File: src/rtl/ks_adder_pipe_if.sv
// Purpose: valid/ready stream bundle for ks_adder_pipe (operand beat in, sum beat out).
// Latency: none, this is wiring only.
// Backpressure: in_ready/out_ready follow standard valid/ready; a beat moves when valid && ready.
//
// Ports (signals):
//   in_valid/in_ready   operand beat handshake
//   in0, in1            unsigned operands, WIDTH bits
//   cin                 carry-in
//   out_valid/out_ready result handshake
//   out0                WIDTH+1 bit sum, MSB is carry-out
interface ks_adder_pipe_if #(
    parameter int WIDTH = 16
);
    logic             in_valid;
    logic             in_ready;
    logic [WIDTH-1:0] in0;
    logic [WIDTH-1:0] in1;
    logic             cin;
    logic             out_valid;
    logic             out_ready;
    logic [WIDTH:0]   out0;

    // Producer/consumer side: drives operands, accepts results.
    modport master (
        output in_valid, in0, in1, cin, out_ready,
        input  in_ready, out_valid, out0
    );

    // Adder side.
    modport slave (
        input  in_valid, in0, in1, cin, out_ready,
        output in_ready, out_valid, out0
    );
endinterface

File: src/rtl/ks_adder_pipe.sv
// Purpose: fully pipelined Kogge-Stone adder, out0 = in0 + in1 + cin (WIDTH+1 bits).
// Latency: $clog2(WIDTH)+2 cycles from the cycle a beat is accepted to the cycle it is valid at out0.
// Backpressure: global stall; whole pipe freezes while out_valid && !out_ready, in_ready = !stall.
//
// Ports:
//   clk  rising-edge clock
//   rst  synchronous active-high reset; clears every valid bit and out0
//   bus  ks_adder_pipe_if.slave: in_valid/in_ready/in0/in1/cin, out_valid/out_ready/out0
//
// Pipeline layout (index 0..LEVELS of the stage arrays):
//   stage 0       operands registered as bitwise (g, p); cin already folded into g[0]
//   stage k>=1    prefix level k applied, span 2^(k-1)
//   out0 register sum bits and carry-out
module ks_adder_pipe #(
    parameter int WIDTH = 16
) (
    input  logic          clk,
    input  logic          rst,
    ks_adder_pipe_if.slave bus
);

    localparam int LEVELS = $clog2(WIDTH);

    typedef logic [WIDTH-1:0] word_t;

    // Group generate / group propagate after each level.
    word_t gg_q  [LEVELS+1];
    word_t gg_d  [LEVELS+1];
    word_t gp_q  [LEVELS+1];
    word_t gp_d  [LEVELS+1];
    // Original bitwise propagate and carry-in, carried alongside for the sum stage.
    word_t p_q   [LEVELS+1];
    word_t p_d   [LEVELS+1];
    logic  cin_q [LEVELS+1];
    logic  cin_d [LEVELS+1];
    // Per-stage valid bits.
    logic  vld_q [LEVELS+1];
    logic  vld_d [LEVELS+1];

    logic [WIDTH:0] out0_q;
    logic [WIDTH:0] out0_d;
    logic           out_vld_q;
    logic           out_vld_d;

    logic  en;
    word_t carry;
    word_t sum;
    word_t ones;
    word_t low_mask;
    word_t g_shift;
    word_t p_shift;
    word_t bit_g;
    word_t bit_p;

    // The only thing that can stop the pipe is a result sitting unaccepted at
    // the output; every stage (full or bubble) moves together otherwise.
    assign en           = !(out_vld_q && !bus.out_ready);
    assign bus.in_ready = en;
    assign bus.out_valid = out_vld_q;
    assign bus.out0      = out0_q;

    always_comb begin
        // Hold everything by default; a stall simply keeps these values.
        for (int k = 0; k <= LEVELS; k++) begin
            gg_d[k]  = gg_q[k];
            gp_d[k]  = gp_q[k];
            p_d[k]   = p_q[k];
            cin_d[k] = cin_q[k];
            vld_d[k] = vld_q[k];
        end
        out0_d    = out0_q;
        out_vld_d = out_vld_q;
        ones      = '1;
        low_mask  = '0;
        g_shift   = '0;
        p_shift   = '0;
        carry     = '0;
        sum       = '0;
        bit_g     = bus.in0 & bus.in1;
        bit_p     = bus.in0 ^ bus.in1;

        if (en) begin
            // Stage 0: bitwise generate/propagate. Folding cin into g[0] makes
            // the prefix tree produce carries that already include carry-in.
            bit_g[0] = (bus.in0[0] & bus.in1[0]) | ((bus.in0[0] ^ bus.in1[0]) & bus.cin);
            gg_d[0]  = bit_g;
            gp_d[0]  = bit_p;
            p_d[0]   = bit_p;
            cin_d[0] = bus.cin;
            vld_d[0] = bus.in_valid && en;

            // Prefix levels. Shifting by the span lines bit i up with bit
            // i-span. For the low 'span' bits the shifted-in zeros leave G
            // unchanged, and OR-ing the low mask into the shifted P leaves P
            // unchanged, which is exactly the pass-through case.
            for (int k = 1; k <= LEVELS; k++) begin
                low_mask = ~(ones << (1 << (k - 1)));
                g_shift  = gg_q[k-1] << (1 << (k - 1));
                p_shift  = (gp_q[k-1] << (1 << (k - 1))) | low_mask;
                gg_d[k]  = gg_q[k-1] | (gp_q[k-1] & g_shift);
                gp_d[k]  = gp_q[k-1] & p_shift;
                p_d[k]   = p_q[k-1];
                cin_d[k] = cin_q[k-1];
                vld_d[k] = vld_q[k-1];
            end

            // Sum stage: carry into bit i is the group generate of bits
            // [i-1:0]; carry into bit 0 is cin itself.
            carry     = {gg_q[LEVELS][WIDTH-2:0], cin_q[LEVELS]};
            sum       = p_q[LEVELS] ^ carry;
            out0_d    = {gg_q[LEVELS][WIDTH-1], sum};
            out_vld_d = vld_q[LEVELS];
        end
    end

    // Control state: valid bits and the visible result are reset; in-flight
    // beats die with their valid bits.
    always_ff @(posedge clk) begin
        if (rst) begin
            for (int k = 0; k <= LEVELS; k++) begin
                vld_q[k] <= 1'b0;
            end
            out_vld_q <= 1'b0;
            out0_q    <= '0;
        end else begin
            for (int k = 0; k <= LEVELS; k++) begin
                vld_q[k] <= vld_d[k];
            end
            out_vld_q <= out_vld_d;
            out0_q    <= out0_d;
        end
    end

    // Datapath registers carry no reset; their contents only matter under a
    // set valid bit.
    always_ff @(posedge clk) begin
        for (int k = 0; k <= LEVELS; k++) begin
            gg_q[k]  <= gg_d[k];
            gp_q[k]  <= gp_d[k];
            p_q[k]   <= p_d[k];
            cin_q[k] <= cin_d[k];
        end
    end

endmodule

File: src/flat_wrapper.sv
// flat-port wrapper written by rule: the top's interface ports become plain ports
module ks_adder_pipe_flat 
#(
    parameter int WIDTH = 16
)
  (clk, rst, bus_in_valid, bus_in0, bus_in1, bus_cin, bus_out_ready, bus_in_ready, bus_out_valid, bus_out0);
  ks_adder_pipe_if #(.WIDTH(WIDTH)) bus_i ();
  input  logic clk;
  input  logic rst;
  input wire logic [$bits(bus_i.in_valid)-1:0] bus_in_valid;
  input wire logic [$bits(bus_i.in0)-1:0] bus_in0;
  input wire logic [$bits(bus_i.in1)-1:0] bus_in1;
  input wire logic [$bits(bus_i.cin)-1:0] bus_cin;
  input wire logic [$bits(bus_i.out_ready)-1:0] bus_out_ready;
  output wire logic [$bits(bus_i.in_ready)-1:0] bus_in_ready;
  output wire logic [$bits(bus_i.out_valid)-1:0] bus_out_valid;
  output wire logic [$bits(bus_i.out0)-1:0] bus_out0;
  assign bus_i.in_valid = bus_in_valid;
  assign bus_i.in0 = bus_in0;
  assign bus_i.in1 = bus_in1;
  assign bus_i.cin = bus_cin;
  assign bus_i.out_ready = bus_out_ready;
  assign bus_in_ready = bus_i.in_ready;
  assign bus_out_valid = bus_i.out_valid;
  assign bus_out0 = bus_i.out0;
  ks_adder_pipe #(.WIDTH(WIDTH)) u_core (.clk(clk), .rst(rst), .bus(bus_i));
endmodule
File: config.mk
export PLATFORM = sky130hd
export DESIGN_NAME = ks_adder_pipe_flat
export DESIGN_NICKNAME = d
export VERILOG_FILES = /design/src/rtl/ks_adder_pipe_if.sv /design/src/rtl/ks_adder_pipe.sv /design/src/flat_wrapper.sv
export SDC_FILE = /design/constraint.sdc
export NUM_CORES = 1
export LEC_CHECK = 0
export CORE_ASPECT_RATIO = 1.1
export CORE_MARGIN = 2
export CORE_UTILIZATION = 54
export CTS_BUF_LIST = sky130_fd_sc_hd__clkbuf_4 sky130_fd_sc_hd__clkbuf_8
export CTS_CLUSTER_SIZE = 10
export DETAILED_ROUTE_END_ITERATION = 8
export HOLD_SLACK_MARGIN = 0.1
export PLACE_DENSITY = 0.85
export SYNTH_ARGS = -nofsm -noshare
export SYNTH_HDL_FRONTEND = slang
export SYNTH_SLANG_ARGS = --single-unit
File: constraint.sdc
create_clock -name clk -period 2.2 [get_ports clk]
set_input_delay 0.55 -clock clk [delete_from_list [all_inputs] [get_ports clk]]
set_output_delay 0.55 -clock clk [all_outputs]
set_load 0.005 [all_outputs]
Word level (Yosys, flattened, before mapping). Memories as Yosys holds them, arrays and structs flattened. Index checks and enable logic that the tools add are counted.

Memory bits (writable): 250. Register bits: 18. Output and inout bits: 19. Memories: 5. Word-level logic and storage cells: 49. Bits of input ports: 37.

Bitwise gates (word level): 24. Equal/unequal tests: 1. Reductions and logical operators: 4. Multiplexer cells: 13.

Memories: u_core.gg_q (depth 5, width 16, rd ports 5, clocked after Yosys merged registers in 0, wr ports 5, RTL line ks_adder_pipe.sv:27) `word_t gg_q [LEVELS+1];`; u_core.gp_q (depth 5, width 16, rd ports 4, clocked after Yosys merged registers in 0, wr ports 5, RTL line ks_adder_pipe.sv:29) `word_t gp_q [LEVELS+1];`; u_core.p_q (depth 5, width 16, rd ports 5, clocked after Yosys merged registers in 0, wr ports 5, RTL line ks_adder_pipe.sv:32) `word_t p_q [LEVELS+1];`; u_core.cin_q (depth 5, width 1, rd ports 5, clocked after Yosys merged registers in 0, wr ports 5, RTL line ks_adder_pipe.sv:34) `logic cin_q [LEVELS+1];`; u_core.vld_q (depth 5, width 1, rd ports 5, clocked after Yosys merged registers in 0, wr ports 5, RTL line ks_adder_pipe.sv:37) `logic vld_q [LEVELS+1];`.

Operator list (number): 2-to-1 mux 80 bit (3); AND 16 bit (9); bitwise OR 16 bit (4); XOR 16 bit (2); 2-to-1 mux 5 bit (2); 2-to-1 mux 1 bit (8); bitwise OR 1 bit (6); AND 1 bit (2); logical AND 1 bit (2); zero test 1 bit (2); != test 1 bit, second input constant (1); XOR 1 bit (1).

Depth between registers and ports, before layout. Gate-level depths: netlist of the first run.

Word-level depth: 6. Mapped depth: 6. Gate-level depth less buffers: 4.

Least setup slack after synthesis of the first run. No wires, ideal clock.

Path kind: input port to output port. Start point: input port bus_out_ready. End point: output port bus_in_ready. Setup slack: -62 ps. Buffers on the path: 3. Arrival time: 1712 ps. Stages: 5. Data required time: 1650 ps. Path through: nor2b_4 > buf_6 > inv_4 > buf_6 > buf_8.

Cells in the longest elaborated chain, start to end: 3.

RTL lines: from (decl) (RTL line flat_wrapper.sv:14) `input wire logic [$bits(bus_i.out_ready)-1:0] bus_out_ready;`; zero test 1 bit (RTL line ks_adder_pipe.sv:57) `assign en = !(out_vld_q && !bus.out_ready);`; logical AND 1 bit (RTL line ks_adder_pipe.sv:57); zero test 1 bit (RTL line ks_adder_pipe.sv:57); to (decl) (RTL line flat_wrapper.sv:15) `output wire logic [$bits(bus_i.in_ready)-1:0] bus_in_ready;`.

No other way between the ends.

Final worst setup path of the first run.
Start point: register u_core.out_vld_q, in the netlist u_core.bus.out_valid (read register of u_core.vld_q). End point: output port bus_in_ready.

Cells in the longest elaborated chain, start to end: 2.

RTL lines: from (decl) (RTL line ks_adder_pipe.sv:42) `logic out_vld_q;`; logical AND 1 bit (RTL line ks_adder_pipe.sv:57); zero test 1 bit (RTL line ks_adder_pipe.sv:57).

No other way between the ends.

==> results of run 1 <==
[cell type report]
type,instances,area [sq um]
clock inverters,10,101.3
flip-flops and latches,222,6436
inverters,1,11.26
clock buffers,47,571.8
multi-input cells,169,1250
repair buffers,61,619.3
fillers,903,4682
well taps,188,235.2
[metal layers]
| metal | wire length [microns] | GRT usage | up-vias |
|---|---|---|---|
| li1 | - | - | 1695 |
| met1 | 4202 | 0.1615 | 1656 |
| met2 | 5620 | 0.2669 | 95 |
| met3 | 591 | 0.04137 | 29 |
| met4 | 424 | 0.08717 | 0 |
| met5 | 0 | 0 | - |
[sequential cells by signal, summed over array words and instances (netlist names)]
| signal | flops |
|---|---|
| u_core.gg_q | 80 |
| u_core.cin_q | 5 |
| u_core.p_q | 61 |
| u_core.gp_q | 53 |
| u_core.bus.out0 | 17 |
| u_core.vld_q | 5 |
| u_core.bus.out_valid | 1 |
[cells by family (layout without fill, tap and decap cells)]
group / Yosys count / in the layout / share of synthesized area
and+or+nand+nor: 65 / 65 / 0.04376
buffers and inverters: 8 / 119 / 0.007914
AOI/OAI and AO/OA: 72 / 72 / 0.07364
xor gates and xnor gates: 16 / 16 / 0.01809
DFF: 222 / 222 / 0.8307
adders and majority gates: 16 / 16 / 0.02584
[synthesized netlist by cell type, drive strengths merged]
| cell | count |
|---|---|
| dfxtp | 23 |
| a211oi | 16 |
| nor2 | 18 |
| and2 | 34 |
| nor2b | 1 |
| nand2 | 12 |
| inv | 1 |
| ha | 16 |
| a21oi | 6 |
| buf | 7 |
| a21o | 50 |
| xnor2 | 16 |
| edfxtp | 199 |
[worst max path at each step]
stage	from	cells after the start	slack [ps]	end
2_1_floorplan	bus_out_ready	5	150	bus_in_ready
3_3_place_gp	bus_out_ready	4	-100	bus_in_ready
3_5_place_dp	bus_out_ready	4	-90	bus_in_ready
4_1_cts	u_core.bus.out_valid	3	60	bus_in_ready
5_1_grt	u_core.bus.out_valid	3	40	bus_in_ready
6_report	u_core.bus.out_valid	3	110	bus_in_ready
[report_power, final]
| part | internal [mW] | total (mW) | switching [mW] |
|---|---|---|---|
| clock network | 1.92 | 3.32 | 1.40 |
| logic | 0.303 | 0.451 | 0.149 |
| registers | 5.09 | 5.31 | 0.223 |
[metrics by stage]
stage	power [mW]	worst slack [ps]	std cells	util
after floorplan	5.538	148.4	399	-
after global placement	5.794	-98.83	641	0.6150
after detailed placement	5.846	-85.16	641	0.6150
after CTS	9.168	62.46	698	0.6633
after global routing	9.435	38.22	698	0.6633
final	9.076	107.7	698	0.6633
[repair_timing]
item | 4_1_cts | 5_1_grt
hold buffers | 0 | 0
resized for setup | 1 | 0
setup endpoints to repair | 1 | 0
==> results.cfg, run 1 <==
[worst_setup_path]
critPathMaxFanout = 2
critPathLaunchType = flop
critPathRequiredTime_ps = 1650
path_cells = nor2b_4, inv_8, clkdlybuf4s50_1
crit_family = buffers and inverters
crit_buf_inv = 2
rr_endpoint = u_core.bus.out0[13]
worst-r2r-setup-slack_ps = 630
critical_path_class = flop to primary output
reg2regPathDepth = 6
cp.arrival_ps = 1540
endpoint_kind = primary output
slowest_delay_ps = 440
cpMaxStageDelayCell = clkdlybuf4s50_1
rr_startpoint = u_core.bus.out_valid

[synth]
synth-seq-cells = 222
avgSynthCellArea_sq_um = 19.42
ys_warn_count = 0
syn_area_sq_um = 7747
postSynthCellCount = 399
synth.net_count = 452
yosysUniqueCellTypes = 17
synth_top_cell_by_area = edfxtp_1
yosysTopAreaCellShare = 0.7713
ys_seq_area_frac = 0.8307
yosys-top-cells-area = edfxtp_1, dfxtp_1, a21o_1, and2_1, ha_1

[job]
cap_violations = 0

[place]
portBuffers = 55
dp_hpwl_microns = 6866
gp_congestion = 0.7784
place_area_sq_um = 8553

[sta]
relSlewSlack = 0.6563
hold_ws_ps = 414.9
period_minus_slack_ps = 2092
setup_viol = 0
finClkSkew_ps = 14.40
setup_tns_ps = 0
tightest_slew_ps = 515.6
final-hold-violation-count = 0
grt_setup_unrepaired = no
final-max-slew-violation-count = 0
post-route-period-util = 0.9511
max_freq_mhz = 477.9

[hold_path]
hp-start = u_core.p_q[0][55]
hold_path.class = flop to flop
holdPathEnd = u_core.p_q[0][71]
holdPathStages = 0

[floorplan]
rows = 45
die_h_microns = 129.6
core_sq_um = 13910
die-area_sq_um = 15320
die_w_microns = 118.2
initial_core_util = 0.5571
ios = 56

[power]
ir_drop_uv = 569.3
cellLeakagePower_nw = 3.756
p_per_area_nw_per_um2 = 983.8

[global_route]
grt_use_total = 0.1498
antenna_found_initial = 0
grt_max_degree = 105
grt_pass1_wl_microns = 17670
grt_pass1_vias = 3620
grt_overflow = 0

[detailed_routing]
first_pass_iters = 5
routedWlPerCell_microns = 15.53
num_vias = 3475
drc_errors = 0
drt-initial-drc-count = 196
ant_nets = 0
viasPerCell = 4.979
wirelength_microns = 10840

[final_layout]
layout.nets = 542
n_antenna_cell = 0
mostFrequentLayoutCells = edfxtp_1, clkdlybuf4s50_1, a21o_1, clkbuf_8, and2_1
drive_above_1_share = 0.1373
layout.cells.most_common = edfxtp_1
syn_to_final_growth_pct = 19.07
final_area_sq_um = 9225

[clock_tree]
htree_levels = 2
path_clk_slew_ps = 60
cts_buffers = 34
cts_setup_buffers = 0
clock_latency_ps = 500
cts_tree = done
clock_path_buffers = 3
cts_num_sinks = 222
cts-root-buf = clkbuf_8

[run_status]
status = finished clean
Power figures use the tool's default switching activity.
==> run 2, diff against run 1 <==
SKIP_CTS_REPAIR_TIMING = 1   (was default)
==> run 2 against run 1 <==
Net effect:
- clock-buffer cell count did not move
- total power barely moved
- global-route usage did not move
- cell count rose by 0.14%
- sequential share of layout area fell by 0.085 points
- critical path depth did not move
- clock power barely moved
- sequential power barely moved
- non-clock buffer count rose by 1
- via count fell by 0.12%
- combinational power barely moved
- design area rose by 0.12%
- critical endpoint unchanged
- largest cell class unchanged
- largest power group unchanged
==> results.cfg, run 2 (synthesis gave the netlist of run 1 again) <==
[detailed_routing]
ant_nets = 0
num_vias = 3471
drt-initial-drc-count = 227
viasPerCell = 4.966
first_pass_iters = 4
drc_errors = 0
wirelength_microns = 10880
routedWlPerCell_microns = 15.57

[final_layout]
mostFrequentLayoutCells = edfxtp_1, clkdlybuf4s50_1, a21o_1, clkbuf_8, and2_1
drive_above_1_share = 0.1389
largest_register = u_core.gg_q
layout.nets = 543
final_area_sq_um = 9236
layout.cells.non_filler = 699
regArea_sq_um = 6436
multi_input_area_sq_um = 1250
syn_to_final_growth_pct = 19.22
num-fill-cells = 903
layout.cells.most_common = edfxtp_1
largest_register_ffs = 80
n_antenna_cell = 0
reg.largest.list = u_core.gg_q: 80 flops, u_core.p_q: 61 flops, u_core.gp_q: 53 flops

[place]
portBuffers = 55
gp_congestion = 0.7784
place_ws_ps = -85.16
place_area_sq_um = 8553
dp_hpwl_microns = 6866
placed_cells = 641

[worst_setup_path]
slowest_delay_ps = 440
critical_path_class = flop to primary output
critPathMaxFanout = 2
cp.arrival_ps = 1540
startpoint = u_core.bus.out_valid
path_cells = nor2b_4, inv_8, clkdlybuf4s50_1
endpoint_kind = primary output
rr_startpoint = u_core.bus.out_valid
cpMaxStageDelayCell = clkdlybuf4s50_1
critPathRequiredTime_ps = 1650
critPathLaunchType = flop

[global_route]
grt_overflow = 0
grt_pass1_vias = 3620
grt_pass1_wl_microns = 17670
grt_use_total = 0.1498
antenna_found_initial = 0
grt_max_degree = 105

[sta]
setup_ws_ps = 110.9
setup_viol = 0
post-route-period-util = 0.9496
tightest_slew_ps = 514.7
max_freq_mhz = 478.7
finClkSkew_ps = 15.34
relSlewSlack = 0.6568
period_minus_slack_ps = 2089
setup_tns_ps = 0
final-hold-violation-count = 0
grt_setup_unrepaired = no
final-max-slew-violation-count = 0

[hold_path]
hp-start = u_core.p_q[0][55]
hold_path.class = flop to flop

[run_status]
status = finished clean

[floorplan]
ios = 56
die_h_microns = 129.6
rows = 45
die-area_sq_um = 15320
die_w_microns = 118.2
initial_core_util = 0.5571
core_sq_um = 13910

[clock_tree]
cts_buffers = 34
cts_tree = done
cts_num_sinks = 222
clock_path_buffers = 3
clock_latency_ps = 500
cts-root-buf = clkbuf_8
htree_levels = 2
path_clk_slew_ps = 60

[power]
ir_drop_uv = 569.7
cellLeakagePower_nw = 3.769
p_per_area_nw_per_um2 = 982.7

[job]
cap_violations = 0
## run 2: routing by layer
metal	part of all wire	track usage	up-vias
met4	0.040	0.08717	0
li1	-	-	1699
met1	0.39	0.1615	1652
met2	0.52	0.2669	90
met5	0	0	-
met3	0.053	0.04137	30
## run 2: worst max-delay path: cells and delay by family (launching register included)
| kind | cells | cell delay [ps] |
|---|---|---|
| buffers and inverters | 2 | 490 |
| and+or+nand+nor | 1 | 240 |
| DFF | 1 | 320 |
## run 2: cell type report
type | count | share of cell area
Tap cell | 188 | 0.02547
Inverter | 1 | 0.001219
Multi-Input combinational cell | 169 | 0.1353
Timing Repair Buffer | 62 | 0.06827
Clock buffer | 47 | 0.06191
Sequential cell | 222 | 0.6968
Clock inverter | 10 | 0.01097
## run 2: path summary, 6_finish.rpt
kind	cells after the start	end	slack (ps)
setup reg to reg	6	u_core.bus.out0[13]	630
hold / removal	0	u_core.p_q[0][71]	410
hold reg to reg	0	u_core.p_q[0][71]	410
setup / recovery	3	bus_in_ready	110
## run 2: report_power, final
part	total, mW	internal (mW)	switching [mW]
clock	3.32	1.92	1.40
combinational	0.452	0.303	0.149
sequential	5.31	5.09	0.223
## run 2: per-stage QoR
stage          hold slack, ps    util  total power [mW]
2_1_floorplan           400.3       -             5.538
3_3_place_gp            402.3  0.6150             5.794
3_5_place_dp            404.5  0.6150             5.846
4_1_cts                 416.8  0.6634             9.168
5_1_grt                 418.2  0.6641             9.436
6_report                414.1  0.6641             9.076
==> run 3, diff against run 2 <==
SLEW_MARGIN = 20   (was default)
==> results of run 3 <==
Same layout as run 2: the final DEF is identical, and so are final timing and power.
==> RTL change 1: new RTL, flow settings as in run 1 <==
`WIDTH` is set to 16 in 3 places; all go to 8.
--- a/src/rtl/ks_adder_pipe_if.sv
+++ b/src/rtl/ks_adder_pipe_if.sv
@@ -11,3 +11,3 @@
 interface ks_adder_pipe_if #(
-    parameter int WIDTH = 16
+    parameter int WIDTH = 8
 );
--- a/src/rtl/ks_adder_pipe.sv
+++ b/src/rtl/ks_adder_pipe.sv
@@ -14,3 +14,3 @@
 module ks_adder_pipe #(
-    parameter int WIDTH = 16
+    parameter int WIDTH = 8
 ) (
--- a/src/flat_wrapper.sv
+++ b/src/flat_wrapper.sv
@@ -3,3 +3,3 @@
 #(
-    parameter int WIDTH = 16
+    parameter int WIDTH = 8
 )
Interface: changed (resized bus_in0, bus_in1 and bus_out0); port bits go from 56 to 32. The function was not compared with the original's and may differ.
==> RTL change 1 against run 1 <==
Sequential power shrank 59%. Design area shrank 58%. Wire length shrank 65%. Setup slack better by 0.056 ns. Power down 60%. Worst hold slack improved by 0.0069 ns. Global-route usage is 1.7 points lower. Synthesized area down 59%. Critical endpoint unchanged. Largest power group unchanged. Sequential cell count shrank 130. Cell count is 57% lower.
==> RTL change 1: results (changes against run 1) <==
* First-pass GRT wire length at 6451 um (was 17,670 um)
* Max clock buf depth at 2 (was 3)
* WL/cell at 12.58 um (was 15.53 um)
* Fillers at 417 (was 903)
* Pre-CTS WS at -0.08295 ns (was -0.08516 ns)
* WP data arrival at 1.49 ns (was 1.54 ns)
* Hpwl dp at 2439 um (was 6866 um)
* Rel. slew slack at 0.6750 (was 0.6563)
* Clk power at 1250 uW (was 3320 uW)
* Origin of the worst min-delay path: u_core.gp_q[0][0] (was u_core.p_q[0][55])
* Routability Congestion at 0.7138 (was 0.7784)
* Worst-path clk slew at 0.08 ns (was 0.06 ns)
* Outcome: finished clean (unchanged)
* Synth cell count leaders: edfxtp_1 (78), a21o_1 (18), dfxtp_1 (14) (was edfxtp_1 (199), a21o_1 (50), and2_1 (34), dfxtp_1 (23), nor2_1 (18))
* Number of synthesized flops with an enable pin at 78 (was 199)
* H-tree depth at 3 (was 2)
* Share of layout cells above drive strength 1 at 0.09502 (was 0.1373)
* R2r setup slk at 0.61 ns (was 0.63 ns)
* IR drop worst, VDD at 0.0005812 V (was 0.0005693 V)
* Syn avg cell area at 18.34 um^2 (was 19.42 um^2)
* Synth Net Count at 203 (was 452)
* Clk_lat worst skew at 0.34 ns (was 0.50 ns)
* Critical R2R Capture: u_core.bus.out0[3] (was u_core.bus.out0[13])
* Largest cells by area after synthesis: edfxtp_1 (73%), dfxtp_1 (8.8%), a21o_1 (4.2%), ha_1 (3.1%), xnor2_1 (2.2%) (was edfxtp_1 (77%), dfxtp_1 (5.9%), a21o_1 (4.8%), and2_1 (2.7%), ha_1 (2.6%))
* Largest regs: u_core.gg_q x32, u_core.p_q x22, u_core.gp_q x20 (was u_core.gg_q x80, u_core.p_q x61, u_core.gp_q x53)
* Post-synthesis cell type count at 15 (was 17)
* Clock power share at 0.344 (was 0.365)
* Post-DR vias/cell at 4.990 (was 4.979)
* Final worst hold slack at 0.4219 ns (was 0.4149 ns)
* Logic power comb at 204 uW (was 451 uW)
* Clk_skew at 0.009563 ns (was 0.01440 ns)
* Drt first-iter violations at 53 (was 196)
* CTS Buf Count at 9 (was 34)
* Largest net degree at the start of global routing at 65 (was 105)
RTL change 1: cell types whose count changed in the layout (fill, tap and decap cells not counted), moves of 24 or more:
| cell | run 1 | this run |
|---|---|---|
| edfxtp_1 | 199 | 78 |
| and2_1 | 34 | 10 |
| clkdlybuf4s50_1 | 54 | 30 |
| clkbuf_8 | 35 | 11 |
| a21o_1 | 50 | 18 |
RTL change 1: per-layer routing:
layer / vias to the layer above / global-route usage / part of all wire / wire, um
met3: 11 / 0.05376 / 0.064 / 239
met4: 0 / 0.07792 / 0.019 / 70
met2: 41 / 0.2300 / 0.53 / 2001
met5: - / 0 / 0 / 0
li1: 732 / - / - / -
met1: 703 / 0.1338 / 0.38 / 1437
RTL change 1: logic make-up after synthesis:
| family | count (synthesis) | share of synthesized area |
|---|---|---|
| DFF | 92 | 0.8220 |
| AOI/OAI and AO/OA | 31 | 0.06902 |
| and+or+nand+nor | 31 | 0.04745 |
| xor gates and xnor gates | 8 | 0.02196 |
| adders and majority gates | 8 | 0.03137 |
| buffers and inverters | 4 | 0.008234 |
RTL change 1: how the worst max path moves through the flow:
| stage | to | cells after the start |
|---|---|---|
| 2_1_floorplan | bus_in_ready | 3 |
| 3_3_place_gp | bus_in_ready | 4 |
| 3_5_place_dp | u_core.bus.out0[2] | 7 |
| 4_1_cts | bus_in_ready | 4 |
| 5_1_grt | bus_in_ready | 4 |
| 6_report | bus_in_ready | 4 |
RTL change 1: cell type report:
class	count	area, um^2	area share
Clock inverter	2	60.06	0.01562
Clock buffer	14	173.9	0.04525
Multi-Input combinational cell	78	541.8	0.1410
Sequential cell	92	2623	0.6823
Timing Repair Buffer	34	344.1	0.08952
Inverter	1	5.005	0.001302
Tap cell	77	96.34	0.02507
==> RTL change 2: new RTL, flow settings as in run 1 <==
Made on the original files. Reset style: asynchronous (`rst`), changed in one clocked block. Comments in the files are not updated.
--- a/src/rtl/ks_adder_pipe.sv
+++ b/src/rtl/ks_adder_pipe.sv
@@ -117,3 +117,3 @@
     // beats die with their valid bits.
-    always_ff @(posedge clk) begin
+    always_ff @(posedge clk or posedge rst) begin
         if (rst) begin
Formal check against the unedited RTL: differs if rst is asserted again (counterexample within 10 cycles, from zero or initial values and one cycle with rst high); with rst held inactive, the same outputs for 10 cycles.
==> RTL change 2 against run 1 <==
Sequential share of layout area rose by 0.18 points. Critical path depth did not move. Synthesized area rose by 1.6%. Wire length rose by 0.42%. Setup slack improved by 0.10 ns. Sequential cell count did not move. Design area rose by 1.5%. Count of clock-buffer cells in the layout did not move. Largest cell class unchanged.
Power is not compared: it rests on default switching activity, and its combinational part moved more than twofold at a synthesized area within 25%.
==> RTL change 2: results (changes against run 1) <==
* Routability Congestion at 0.7364 (was 0.7784)
* Fillers at 892 (was 903)
* Vias in the first global route at 3,521 (was 3,620)
* Synth cell count leaders: edfxtp_1 (199), a21o_1 (50), and2_1 (34), dfrtp_1 (23), mux2_4 (18) (was edfxtp_1 (199), a21o_1 (50), and2_1 (34), dfxtp_1 (23), nor2_1 (18))
* IR drop worst, VDD at 0.0005138 V
* Buffers excl. clock at 63 (was 61)
* WP data arrival at 1.44 ns (was 1.54 ns)
* Post-place instance area at 0.008707 mm^2 (was 0.008553 mm^2)
* Drt first-iter violations at 237 (was 196)
* Sequential share of cell area at 0.6994 (was 0.6977)
* Placed insts at 618 (was 641)
* Synth Net Count at 419 (was 452)
* Buffering overhead at 0.06906 (was 0.06714)
* Clock Network Area Fraction at 0.07053 (was 0.07297)
* Tot GR Track Use at 0.1438 (was 0.1498)
* Largest cells by area after synthesis: edfxtp_1 (76%), dfrtp_1 (7.3%), a21o_1 (4.8%), mux2_4 (3.4%), and2_1 (2.7%) (was edfxtp_1 (77%), dfxtp_1 (5.9%), a21o_1 (4.8%), and2_1 (2.7%), ha_1 (2.6%))
* Worst-path clk slew at 0.06 ns (about the same)
* Routed vias at 3,347 (was 3,475)
* R2R depth at 4 (was 6)
* Post-synthesis cell type count at 13 (was 17)
* CTS Buf Count at 34 (unchanged)
* Rel. slew slack at 0.7364 (was 0.6563)
* Worst-path fanout max at 3 (was 2)
* Nets@finish at 515 (was 542)
* Post-Route WL at 10,890 um (was 10,840 um)
* # Post-CTS Setup Buffers at 0 (unchanged)
* CP peak stage delay at 0.46 ns (was 0.44 ns)
* Hold Crit Class: in2async (was reg2reg)
* Max stage delay cell, worst path: clkdlybuf4s50_1 (unchanged)
* Delay-heaviest family, CP: buffers and inverters (unchanged)
* Synth warn at 0 (unchanged)
* Pre-CTS WS at -0.06010 ns (was -0.08516 ns)
* Hpwl dp at 7160 um (was 6866 um)
* Clock buffers at 47 (unchanged)
* Initial antenna violation count at 0 (unchanged)
* Drt first pass iters at 6 (was 5)
* Multi-input logic area at 0.001264 mm^2 (was 0.001250 mm^2)
* Outcome: finished clean (unchanged)
* Root Buffer: clkbuf_8 (unchanged)
* Largest net degree at the start of global routing at 79 (was 105)
* Pleak at approximately 0.0037 uW
* Buffers on Ports at 55 (unchanged)
* Post-DR vias/cell at 4.944 (was 4.979)
* Post-synth ARST share at 0.1036 (was 0)
* Psw at 2975 uW
* First-pass GRT wire length at 17,260 um (was 17,670 um)
* H-tree depth at 2 (unchanged)
* Syn avg cell area at 21.50 um^2 (was 19.42 um^2)
* Clk_lat worst skew at roughly 0.5 ns
* Max clock buf depth at 3 (unchanged)
* #MultiIn Comb at 140 (was 169)
* Ys flop type: edfxtp_1 (unchanged)
* Register area share after synthesis at 0.8324 (was 0.8307)
* Share of layout cells above drive strength 1 at 0.1711 (was 0.1373)
* Clk_skew at 0.01539 ns (was 0.01440 ns)
RTL change 2: metrics by stage:
stage / TNS [ns] / utilization / hold WS [ns]
2_1_floorplan: 0 / - / 0.4003
3_3_place_gp: -0.1271 / 0.6076 / 0.4011
3_5_place_dp: -0.1200 / 0.6076 / 0.4045
4_1_cts: 0 / 0.6536 / 0.4014
5_1_grt: 0 / 0.6536 / 0.4207
6_report: 0 / 0.6536 / 0.4118
RTL change 2: power groups by stage:
| stage | Clock (uW) | Sequential, uW | Combinational (uW) |
|---|---|---|---|
| floorplan | 0 | 7110 | 1280 |
| global placement | 0 | 7300 | 1920 |
| detailed placement | 0 | 7420 | 2020 |
| CTS | 3320 | 7340 | 2030 |
| global route | 3470 | 7500 | 2180 |
| finish | 3250 | 7330 | 1990 |
RTL change 2: worst paths after layout:
check,start,end,slack [ns]
min in group clk,u_core.p_q[0][34],u_core.p_q[0][50],0.41
hold / removal,rst,u_core.bus.out0[16],0.41
hold reg to reg,u_core.p_q[0][34],u_core.p_q[0][50],0.41
max in group asynchronous,rst,u_core.bus.out0[11],1.55
setup reg to reg,u_core.bus.out_valid,u_core.bus.out0[16],0.62
setup / recovery,bus_out_ready,bus_in_ready,0.21
RTL change 2: per-layer routing:
metal | routed length, um | track usage
met4 | 266 | 0.06513
met2 | 5747 | 0.2657
met5 | 0 | 0
met3 | 547 | 0.02951
met1 | 4324 | 0.1624
RTL change 2: logic make-up after synthesis:
logic type	count (synthesis)	synth area share
DFF	222	0.8324
AOI/OAI and AO/OA	50	0.04769
and+or+nand+nor	36	0.02957
muxes	22	0.04006
xor gates and xnor gates	16	0.01781
adders and majority gates	16	0.02544
buffers and inverters	4	0.006995
RTL change 2: repair_timing:
item / in CTS / in global routing
hold endpoints to repair: 0 / 0
setup endpoints to repair: 1 / 0
gates resized for setup: 1 / 0
